**src/rtl/f2if2o_pkg.sv**
```systemverilog
// Shared types and helpers for the f2if2o write-side arbiter.
// Holds the flush FSM state encoding and a small popcount.
package f2if2o_pkg;

  typedef enum logic [1:0] {
    RUN   = 2'd0,
    DRAIN = 2'd1,
    DONE  = 2'd2
  } state_e;

  function automatic logic [1:0] popcnt2(
    input logic [1:0] v
  );
    return {1'b0, v[0]} + {1'b0, v[1]};
  endfunction

endpackage

```
**src/rtl/f2if2o_wr_arb_rr_pick2.sv**
```systemverilog
// Combinational round-robin picker: first two valid requesters
// scanning cyclically from ptr, never wrapping past ptr.
module rr_pick2 #(
  parameter int NUM_REQ       = 4,
  parameter int REQ_IDX_WIDTH = 2
) (
  input  logic [NUM_REQ-1:0]       valid,
  input  logic [REQ_IDX_WIDTH-1:0] ptr,
  output logic [NUM_REQ-1:0]       pick1,
  output logic [NUM_REQ-1:0]       pick2,
  output logic [REQ_IDX_WIDTH-1:0] idx1,
  output logic [REQ_IDX_WIDTH-1:0] idx2
);

  logic                     f1;
  logic                     f2;
  logic [REQ_IDX_WIDTH-1:0] sel;

  always_comb begin
    pick1 = '0;
    pick2 = '0;
    idx1  = '0;
    idx2  = '0;
    f1    = 1'b0;
    f2    = 1'b0;
    sel   = '0;
    for (int k = 0; k < NUM_REQ; k++) begin
      sel = REQ_IDX_WIDTH'((int'(ptr) + k) % NUM_REQ);
      if (valid[sel]) begin
        if (!f1) begin
          f1         = 1'b1;
          pick1[sel] = 1'b1;
          idx1       = sel;
        end else if (!f2) begin
          f2         = 1'b1;
          pick2[sel] = 1'b1;
          idx2       = sel;
        end
      end
    end
  end

endmodule

```
**src/rtl/f2if2o_wr_arb.sv**
```systemverilog
// Round-robin write scheduler for the dual-port f2if2o FIFO:
// up to two grants per cycle, bounded by free space, with flush drain.
module f2if2o_wr_arb
  import f2if2o_pkg::*;
#(
  parameter int NUM_REQ         = 4,
  parameter int REQ_IDX_WIDTH   = 2,
  parameter int FIFO_SIZE       = 32,
  parameter int FIFO_SIZE_WIDTH = 5,
  parameter int FIFO_DATA_WIDTH = 5
) (
  input  logic                               clk,
  input  logic                               rst_n,
  input  logic [NUM_REQ-1:0]                 req_valid_i,
  input  logic [NUM_REQ*FIFO_DATA_WIDTH-1:0] req_data_i,
  output logic [NUM_REQ-1:0]                 req_ready_o,
  input  logic [FIFO_SIZE_WIDTH:0]           fifo_num_i,
  input  logic                               flush_i,
  output logic                               flush_done_o,
  output logic                               wr_first_en_o,
  output logic                               wr_second_en_o,
  output logic [FIFO_DATA_WIDTH-1:0]         wdata_first_o,
  output logic [FIFO_DATA_WIDTH-1:0]         wdata_second_o
);

  localparam int FW = FIFO_SIZE_WIDTH + 2;

  state_e                   state;
  state_e                   state_nxt;
  logic [REQ_IDX_WIDTH-1:0] rr_ptr;
  logic [REQ_IDX_WIDTH-1:0] idx1;
  logic [REQ_IDX_WIDTH-1:0] idx2;
  logic [REQ_IDX_WIDTH-1:0] last;
  logic [NUM_REQ-1:0]       pick1;
  logic [NUM_REQ-1:0]       pick2;
  logic [FW-1:0]            used;
  logic [FW-1:0]            free;
  logic [1:0]               inflight;
  logic [1:0]               limit;
  logic                     g1;
  logic                     g2;
  logic                     empty;

  rr_pick2 #(
    .NUM_REQ       (NUM_REQ),
    .REQ_IDX_WIDTH (REQ_IDX_WIDTH)
  ) u_pick (
    .valid (req_valid_i),
    .ptr   (rr_ptr),
    .pick1 (pick1),
    .pick2 (pick2),
    .idx1  (idx1),
    .idx2  (idx2)
  );

  // fifo_num_i lags our registered writes by a cycle
  assign inflight = popcnt2({wr_second_en_o, wr_first_en_o});
  assign used     = FW'(fifo_num_i) + FW'(inflight);
  assign free     = (FW'(FIFO_SIZE) > used) ? FW'(FIFO_SIZE) - used : '0;
  assign empty    = (fifo_num_i == '0) && !wr_first_en_o && !wr_second_en_o;

  always_ff @(posedge clk or negedge rst_n) begin
    if (!rst_n) state <= RUN;
    else        state <= state_nxt;
  end

  always_comb begin
    state_nxt = state;
    unique case (state)
      RUN:     if (flush_i) state_nxt = DRAIN;
      DRAIN:   if (empty)   state_nxt = DONE;
      DONE:    state_nxt = RUN;
      default: state_nxt = RUN;
    endcase
  end

  always_comb begin
    limit        = 2'd0;
    flush_done_o = 1'b0;
    unique case (state)
      RUN: begin
        if (!flush_i)
          limit = (free >= FW'(2)) ? 2'd2 : free[1:0];
      end
      DRAIN:   limit = 2'd0;
      DONE:    flush_done_o = 1'b1;
      default: limit = 2'd0;
    endcase
  end

  assign g1   = (|pick1) && (limit != 2'd0);
  assign g2   = (|pick2) && (limit == 2'd2);
  assign last = g2 ? idx2 : idx1;

  // Gated by rst_n so no requester sees a grant while held in reset
  assign req_ready_o = rst_n
    ? (({NUM_REQ{g1}} & pick1) | ({NUM_REQ{g2}} & pick2))
    : '0;

  always_ff @(posedge clk or negedge rst_n) begin
    if (!rst_n) begin
      rr_ptr         <= '0;
      wr_first_en_o  <= 1'b0;
      wr_second_en_o <= 1'b0;
      wdata_first_o  <= '0;
      wdata_second_o <= '0;
    end else begin
      wr_first_en_o  <= g1;
      wr_second_en_o <= g2;
      if (g1)
        wdata_first_o <=
          req_data_i[int'(idx1)*FIFO_DATA_WIDTH +: FIFO_DATA_WIDTH];
      if (g2)
        wdata_second_o <=
          req_data_i[int'(idx2)*FIFO_DATA_WIDTH +: FIFO_DATA_WIDTH];
      if (g1)
        rr_ptr <= (last == REQ_IDX_WIDTH'(NUM_REQ - 1))
          ? '0 : last + 1'b1;
    end
  end

endmodule

```
**config.mk**
```make
export PLATFORM = sky130hd
export DESIGN_NAME = f2if2o_wr_arb
export DESIGN_NICKNAME = d
export VERILOG_FILES = /design/src/rtl/f2if2o_pkg.sv /design/src/rtl/f2if2o_wr_arb_rr_pick2.sv /design/src/rtl/f2if2o_wr_arb.sv
export SDC_FILE = /design/constraint.sdc
export NUM_CORES = 1
export LEC_CHECK = 0
export ABC_AREA = 1
export CORE_UTILIZATION = 32
export CTS_CLUSTER_SIZE = 40
export DETAILED_ROUTE_END_ITERATION = 8
export SLEW_MARGIN = 20
export SYNTH_ARGS = -nofsm -noshare
export SYNTH_HDL_FRONTEND = slang
export SYNTH_HIERARCHICAL = 1
export SYNTH_SLANG_ARGS = --single-unit
```
**constraint.sdc**
```tcl
create_clock -name clk -period 4.65 [get_ports clk]
set_input_delay 1.395 -clock clk [delete_from_list [all_inputs] [get_ports clk]]
set_output_delay 1.395 -clock clk [all_outputs]
set_load 0.05 [all_outputs]
```
**Yosys cells after proc, flatten, opt, wreduce, memory -nomap -nowiden**

Index checks and enable logic that the tools add are counted.
Widths: inputs -> output; s select.

- Logic and storage cells: 121
- Flip-flop bits (word level): 16
- Bits of input ports: 33
- Output and inout port bits: 17

- $lt $le $gt $ge: 10
- Bitwise gates (word level): 8
- Add/sub/neg operators: 7
- Multiplexer cells: 64
- Shift operators: 2
- Multiply operators: 2
- Equal/unequal tests: 6
- Reduce and logical (&&, ||, !) cells: 16

Operators with widths:

| kind | count |
|---|---|
| $mux 4 | 16 |
| $mux 2 | 22 |
| $shiftx 20x6->5 | 2 |
| $or 4x4->4 | 6 |
| $mux 1 | 16 |
| $lt 2x3->1 const B | 4 |
| $mul 2x3->5 const B | 2 |
| $and 4x4->4 | 2 |
| $bmux 1 s2 | 4 |
| $demux 1 s2 | 4 |
| $ge 2x1->1 const B | 4 |
| $logic_and 1x1->1 | 8 |
| $reduce_or 4->1 | 2 |
| $add 6x2->7 | 1 |
| $ge 7x2->1 const B | 1 |
| $gt 6x7->1 const A | 1 |
| $mux 7 | 1 |
| $sub 6x7->7 const A | 1 |
| $eq 2x2->1 const B | 3 |
| $logic_not 6->1 | 1 |
| $add 2x1->2 const B | 2 |
| $add 2x2->2 const B | 2 |
| $ne 2x2->1 const B | 2 |
| $pmux 2 s2 | 1 |
| other kinds (6) | 7 |

**Longest topological paths before layout**

- Word-level depth: 20
- Gate-level depth with buffers: 20
- Gate-level depth less buffers: 20

**Hierarchy**

The synthesis kept the hierarchy.

By module, submodules not included:

| module | cells an instance | instances | seq. area each (sq um) | area each (sq um) |
|---|---|---|---|---|
| f2if2o_wr_arb | 210 | 1 | 400.4 | 1,425.1 |
| rr_pick2 | 126 | 1 | 0.0 | 713.2 |

**Least setup slack after synthesis**

Ideal clock, no wire load.

- Path kind: input port to output port
- Start point: input fifo_num_i[0]
- End point: output req_ready_o[3]
- Data arrival time: 3.868 ns
- Path slack: -0.613 ns
- Buffers on the path: 0
- Required time: 3.255 ns
- Cell stages on the path: 16
- Cells stage by stage: fa_1 > ha_1 > inv_1 > ha_1 > nand2_1 > nor2_1 > inv_1 > nand2_1 > nand2_1 > nand2_1 > inv_2 > nand3_1 > nand2_2 > inv_2 > nand2_1 > a21oi_1

- Word-level cells in the longest chain between the ends: 12
- Elaborated cells on any way between the ends: 16
- Those cells by class: 2 x add/sub; 2 x order compare; 1 x eq/ne; 5 x mux; 3 x bitwise; 3 x reduce/logical

Ends and longest elaborated chain:

| item | line | text |
|---|---|---|
| start: declaration | f2if2o_wr_arb.sv:17 | `input logic [FIFO_SIZE_WIDTH:0] fifo_num_i,` |
| $add 6x2->7 (*) | f2if2o_wr_arb.sv:58 | `assign used = FW'(fifo_num_i) + FW'(inflight);` |
| $sub 6x7->7 / $gt 6x7->1 (equally long branches) | f2if2o_wr_arb.sv:59 | `assign free = (FW'(FIFO_SIZE) > used) ? FW'(FIFO_SIZE) - used : '0;` |
| $mux 7 (*) | f2if2o_wr_arb.sv:59 |  |
| $ge 7x2->1 | f2if2o_wr_arb.sv:83 | `limit = (free >= FW'(2)) ? 2'd2 : free[1:0];` |
| $mux 2 (*) | f2if2o_wr_arb.sv:83 |  |
| $mux 2 (*) | f2if2o_wr_arb.sv:82 | `if (!flush_i)` |
| $mux 2 (*) | f2if2o_wr_arb.sv:80 | `unique case (state)` |
| $reduce_bool 2->1 (*) | f2if2o_wr_arb.sv:91 | `assign g1 = (\|pick1) && (limit != 2'd0);` |
| $logic_and 1x1->1 (*) | f2if2o_wr_arb.sv:91 |  |
| net g1 | f2if2o_wr_arb.sv:40 | `logic g1;` |
| $and 4x4->4 (*) | f2if2o_wr_arb.sv:97 | `? (({NUM_REQ{g1}} & pick1) \| ({NUM_REQ{g2}} & pick2))` |
| $or 4x4->4 (*) | f2if2o_wr_arb.sv:97 |  |
| $mux 4 (*) | f2if2o_wr_arb.sv:97 |  |
| end: declaration | f2if2o_wr_arb.sv:16 | `output logic [NUM_REQ-1:0] req_ready_o,` |

Mark *: on every way through the listed nets, which the timed path passes. The rest lies on a longest branch.

**Final worst setup path**

Same ends and word-level chain as after synthesis.

==> results.ini <==
[die]
io_pins=50
floorplan.initialDensity=0.3348
row_count=29
design.die.area_um2=7013
die_y_um=83.75
coreArea_um2=6386
die_w_um=83.75

[worst_setup_path]
worst_path_cell_with_the_longest_stage_delay=sky130_fd_sc_hd__fa_2
crit_path_max_fanout=5
crit_path_frequent_cell=sky130_fd_sc_hd__nand2_2
max_stage_delay_ns=0.38
cp_top_family=simple AND/OR/NAND/NOR gates
cp_data_arrival_time_ns=3.37
worstPathCellList=buf_8, fa_2, ha_4, inv_2, nand2_2, nand2_2, nand2_2, buf_4, xnor2_2, nand2_2, nor2_4, nand3_2, nand2_4, inv_8, nand2_4, a21oi_4, buf_12
path_class=in -> out
endpoint_kind=primary output
setup.worst_path.start_class=input port
worst-path-buf-inv=5
worstPathRequired_ns=3.25

[clock_network]
clk_transition_reported_paths_ns=0.06
clockBufferDepth=2
tritoncts_num_sinks=16
cts.htree.levels=1
clk_latency_ns=0.25
cts_tree=yes
cts_made_buffers=3
clockRootBuffer=sky130_fd_sc_hd__clkbuf_8

[sta]
timing.clock.skew_ns=0.0009024
period_minus_slack_ns=4.764
worstMarginPinSlew_ns=0.4952
final_critical_path_setup_slack_ns=-0.1137
rsz0062_at_grt=true
max_clock_freq_mhz=209.9
crit_share_post_route=1.024
count_of_final_hold_check_violations=0
worst_slew_margin_rel=0.6688
drv_slew=0
report.final.setup_viol=4

[route]
drt_pass1_iterations=4
via_count_of_the_routed_design=2564
post_drt_wl_per_cell_um=12.47
final_antenna_net_count=0
drt_first_iter_violations=84
via_per_instance_ratio=4.801
totalWireLength_mm=6.659
drc=0

[yosys]
post_synth_inst_count=336
top_cell_type_s_share_of_synthesized_area=0.1872
seq_area_frac_synth=0.1872
ys_top_cells_by_area=sky130_fd_sc_hd__dfrtp_1, sky130_fd_sc_hd__nand2_1, sky130_fd_sc_hd__nor2_1
synthArstFlopShare=1.000
post_synth_instance_area_um2=2138
synth.cells.most_frequent=sky130_fd_sc_hd__nand2_1, sky130_fd_sc_hd__nor2_1, sky130_fd_sc_hd__inv_1, sky130_fd_sc_hd__o21ai_0
synth-main-ff-cell=sky130_fd_sc_hd__dfrtp_1
ys_types=34
netlist.top_cell.by_area=sky130_fd_sc_hd__dfrtp_1
syn_area_per_cell_um2=6.364
ys_warn_count=6
post-synth-top-count-cell=sky130_fd_sc_hd__nand2_1
postSynthRegisterBits=16
synth_nets=379
synth-edff-count=0

[global_route]
grt_pass1_vias=2474
grt_use_total=0.1938
grt_first_pass_wirelength_mm=11.28
grt_max_degree=17
globalRouteOverflowTotal=0
initial_antenna_violation_count=0

[min_path]
min_path_type=reg -> reg

[finish]
num-nets-final=501
post_route_cells_drive_above_1_share=0.4267
filler_cell_count=597
antenna-diode-count=0
areaGrowthSynthToFinish_pct=72.85

[power_and_ir_drop]
cellLeakagePower_nw=1.831
cellPowerDensity_nw_per_um2=832.3
irDropWorstVdd_v=0.0004473
post_layout_total_power_mw=3.076

[placed_design]
hpwl_after_dpl_mm=4.754
dp_worst_setup_slack_ns=-0.5113
portBuffers=49
place_congestion=0.8641

[status]
outcome=finished with violations
violations_in_the_final_reports=setup timing

[job]
drv_cap=0

stage by stage:
| step | cell area, µm² | setup TNS, ns | util | hold WS, ns | instances |
|---|---|---|---|---|---|
| CTS | 3602 | -0.3205 | 0.5641 | 0.5004 | 530 |
| global placement | 3202 | -1.929 | 0.5014 | 0.4817 | 500 |
| finish | 3696 | -0.4292 | 0.5788 | 0.4927 | 534 |
| floorplan | 2287 | -0.05084 | - | 0.4972 | 336 |
| detailed placement | 3202 | -2.019 | 0.5014 | 0.4803 | 500 |
| global route | 3696 | -0.8439 | 0.5788 | 0.5360 | 534 |
layout by cell type (no fill, tap or decap), types with 3 or more instances in the layout:
master / count
sky130_fd_sc_hd__nand2_1: 73
sky130_fd_sc_hd__buf_4: 69
sky130_fd_sc_hd__nor2_1: 38
sky130_fd_sc_hd__clkdlybuf4s50_1: 38
sky130_fd_sc_hd__inv_1: 24
sky130_fd_sc_hd__nand2_2: 22
sky130_fd_sc_hd__nand2_4: 20
sky130_fd_sc_hd__o21ai_0: 16
sky130_fd_sc_hd__dfrtp_1: 16
sky130_fd_sc_hd__inv_2: 13
sky130_fd_sc_hd__nor2_2: 12
sky130_fd_sc_hd__nand3_1: 12
sky130_fd_sc_hd__o21ai_1: 9
sky130_fd_sc_hd__a21oi_1: 8
sky130_fd_sc_hd__ha_1: 7
sky130_fd_sc_hd__buf_6: 6
sky130_fd_sc_hd__a31oi_1: 5
sky130_fd_sc_hd__a32o_1: 5
sky130_fd_sc_hd__nand3_2: 4
sky130_fd_sc_hd__a21oi_4: 4
sky130_fd_sc_hd__clkbuf_8: 4
sky130_fd_sc_hd__buf_12: 4
sky130_fd_sc_hd__nand3_4: 4
sky130_fd_sc_hd__inv_8: 3
sky130_fd_sc_hd__buf_2: 3
sky130_fd_sc_hd__nand2_8: 3
sky130_fd_sc_hd__o21ai_4: 3
routing by layer:
metal,wire length (µm),share of wire,vias to the layer above,GRT usage
li1,-,-,1335,-
met1,3082,0.46,1160,0.2624
met3,262,0.039,4,0.02077
met5,0,0,-,0
met4,32,0.0048,0,0.01387
met2,3281,0.49,65,0.3452
what timing repair did:
action,4_1_cts,5_1_grt
endpoints found under the setup margin,4,4
resized for setup,71,15
pin swaps,39,24
hold buffers,0,0
setup buffers,30,4
cell families (layout without fill, tap and decap cells):
| group | after synthesis | after routing | synth area share |
|---|---|---|---|
| and+or+nand+nor | 200 | 200 | 0.4734 |
| adders and majority gates | 10 | 10 | 0.06203 |
| AOI/OAI and AO/OA | 59 | 59 | 0.1685 |
| DFF | 16 | 16 | 0.1872 |
| xor gates and xnor gates | 2 | 2 | 0.008193 |
| buffers and inverters | 49 | 170 | 0.1007 |
report_power, final:
part	total, mW	switching (mW)	leakage (nW)	internal [mW]
sequential	0.237	0.0423	0.199	0.195
combinational	2.71	1.56	1.60	1.15
clock	0.124	0.0489	0.0288	0.0751
worst reg2reg max path: stages (launching register included):
cell and delay [ns]:
sky130_fd_sc_hd__dfrtp_1 0.35, sky130_fd_sc_hd__inv_1 0.16, sky130_fd_sc_hd__ha_1 0.45, sky130_fd_sc_hd__inv_1 0.10, sky130_fd_sc_hd__nand3_2 0.13, sky130_fd_sc_hd__nand2_8 0.10, sky130_fd_sc_hd__nor2_8 0.15, sky130_fd_sc_hd__buf_6 0.12
sky130_fd_sc_hd__nand2_8 0.07, sky130_fd_sc_hd__buf_6 0.14, sky130_fd_sc_hd__buf_4 0.12, sky130_fd_sc_hd__buf_4 0.12, sky130_fd_sc_hd__nand2_1 0.05, sky130_fd_sc_hd__nand3_1 0.06, sky130_fd_sc_hd__o21ai_1 0.10, sky130_fd_sc_hd__inv_1 0.21
sky130_fd_sc_hd__inv_1 0.33, sky130_fd_sc_hd__nand2_1 0.09, sky130_fd_sc_hd__a32o_1 0.24, sky130_fd_sc_hd__o21ai_1 0.14
layout make-up:
class                   count  area [µm²]  area share
inverters                  42       185.2     0.05010
flip-flops and latches     16       400.4      0.1083
clock buffers               4       55.05     0.01490
multi-input cells         271        1861      0.5034
well taps                  77       96.34     0.02607
repair buffers            124        1099      0.2972
registers in the layout, indices dropped and copies added, names as in the netlist:
register,count
wdata_first_o,5
wr_first_en_o,1
rr_ptr,2
wr_second_en_o,1
wdata_second_o,5
state,2
worst paths after layout:
path                                   from                to  slack, ns  cells after the start
setup / recovery              fifo_num_i[0]    req_ready_o[3]      -0.11                     17
hold reg to reg            wdata_first_o[4]  wdata_first_o[4]       0.49                      2
hold / removal             wdata_first_o[4]  wdata_first_o[4]       0.49                      2
setup reg to reg                  rr_ptr[1]  wdata_first_o[3]       1.34                     19
max in group asynchronous             rst_n     wr_first_en_o       2.88                      2
min in group asynchronous             rst_n  wdata_first_o[1]       1.59                      2
Power figures use the tool's default switching activity.
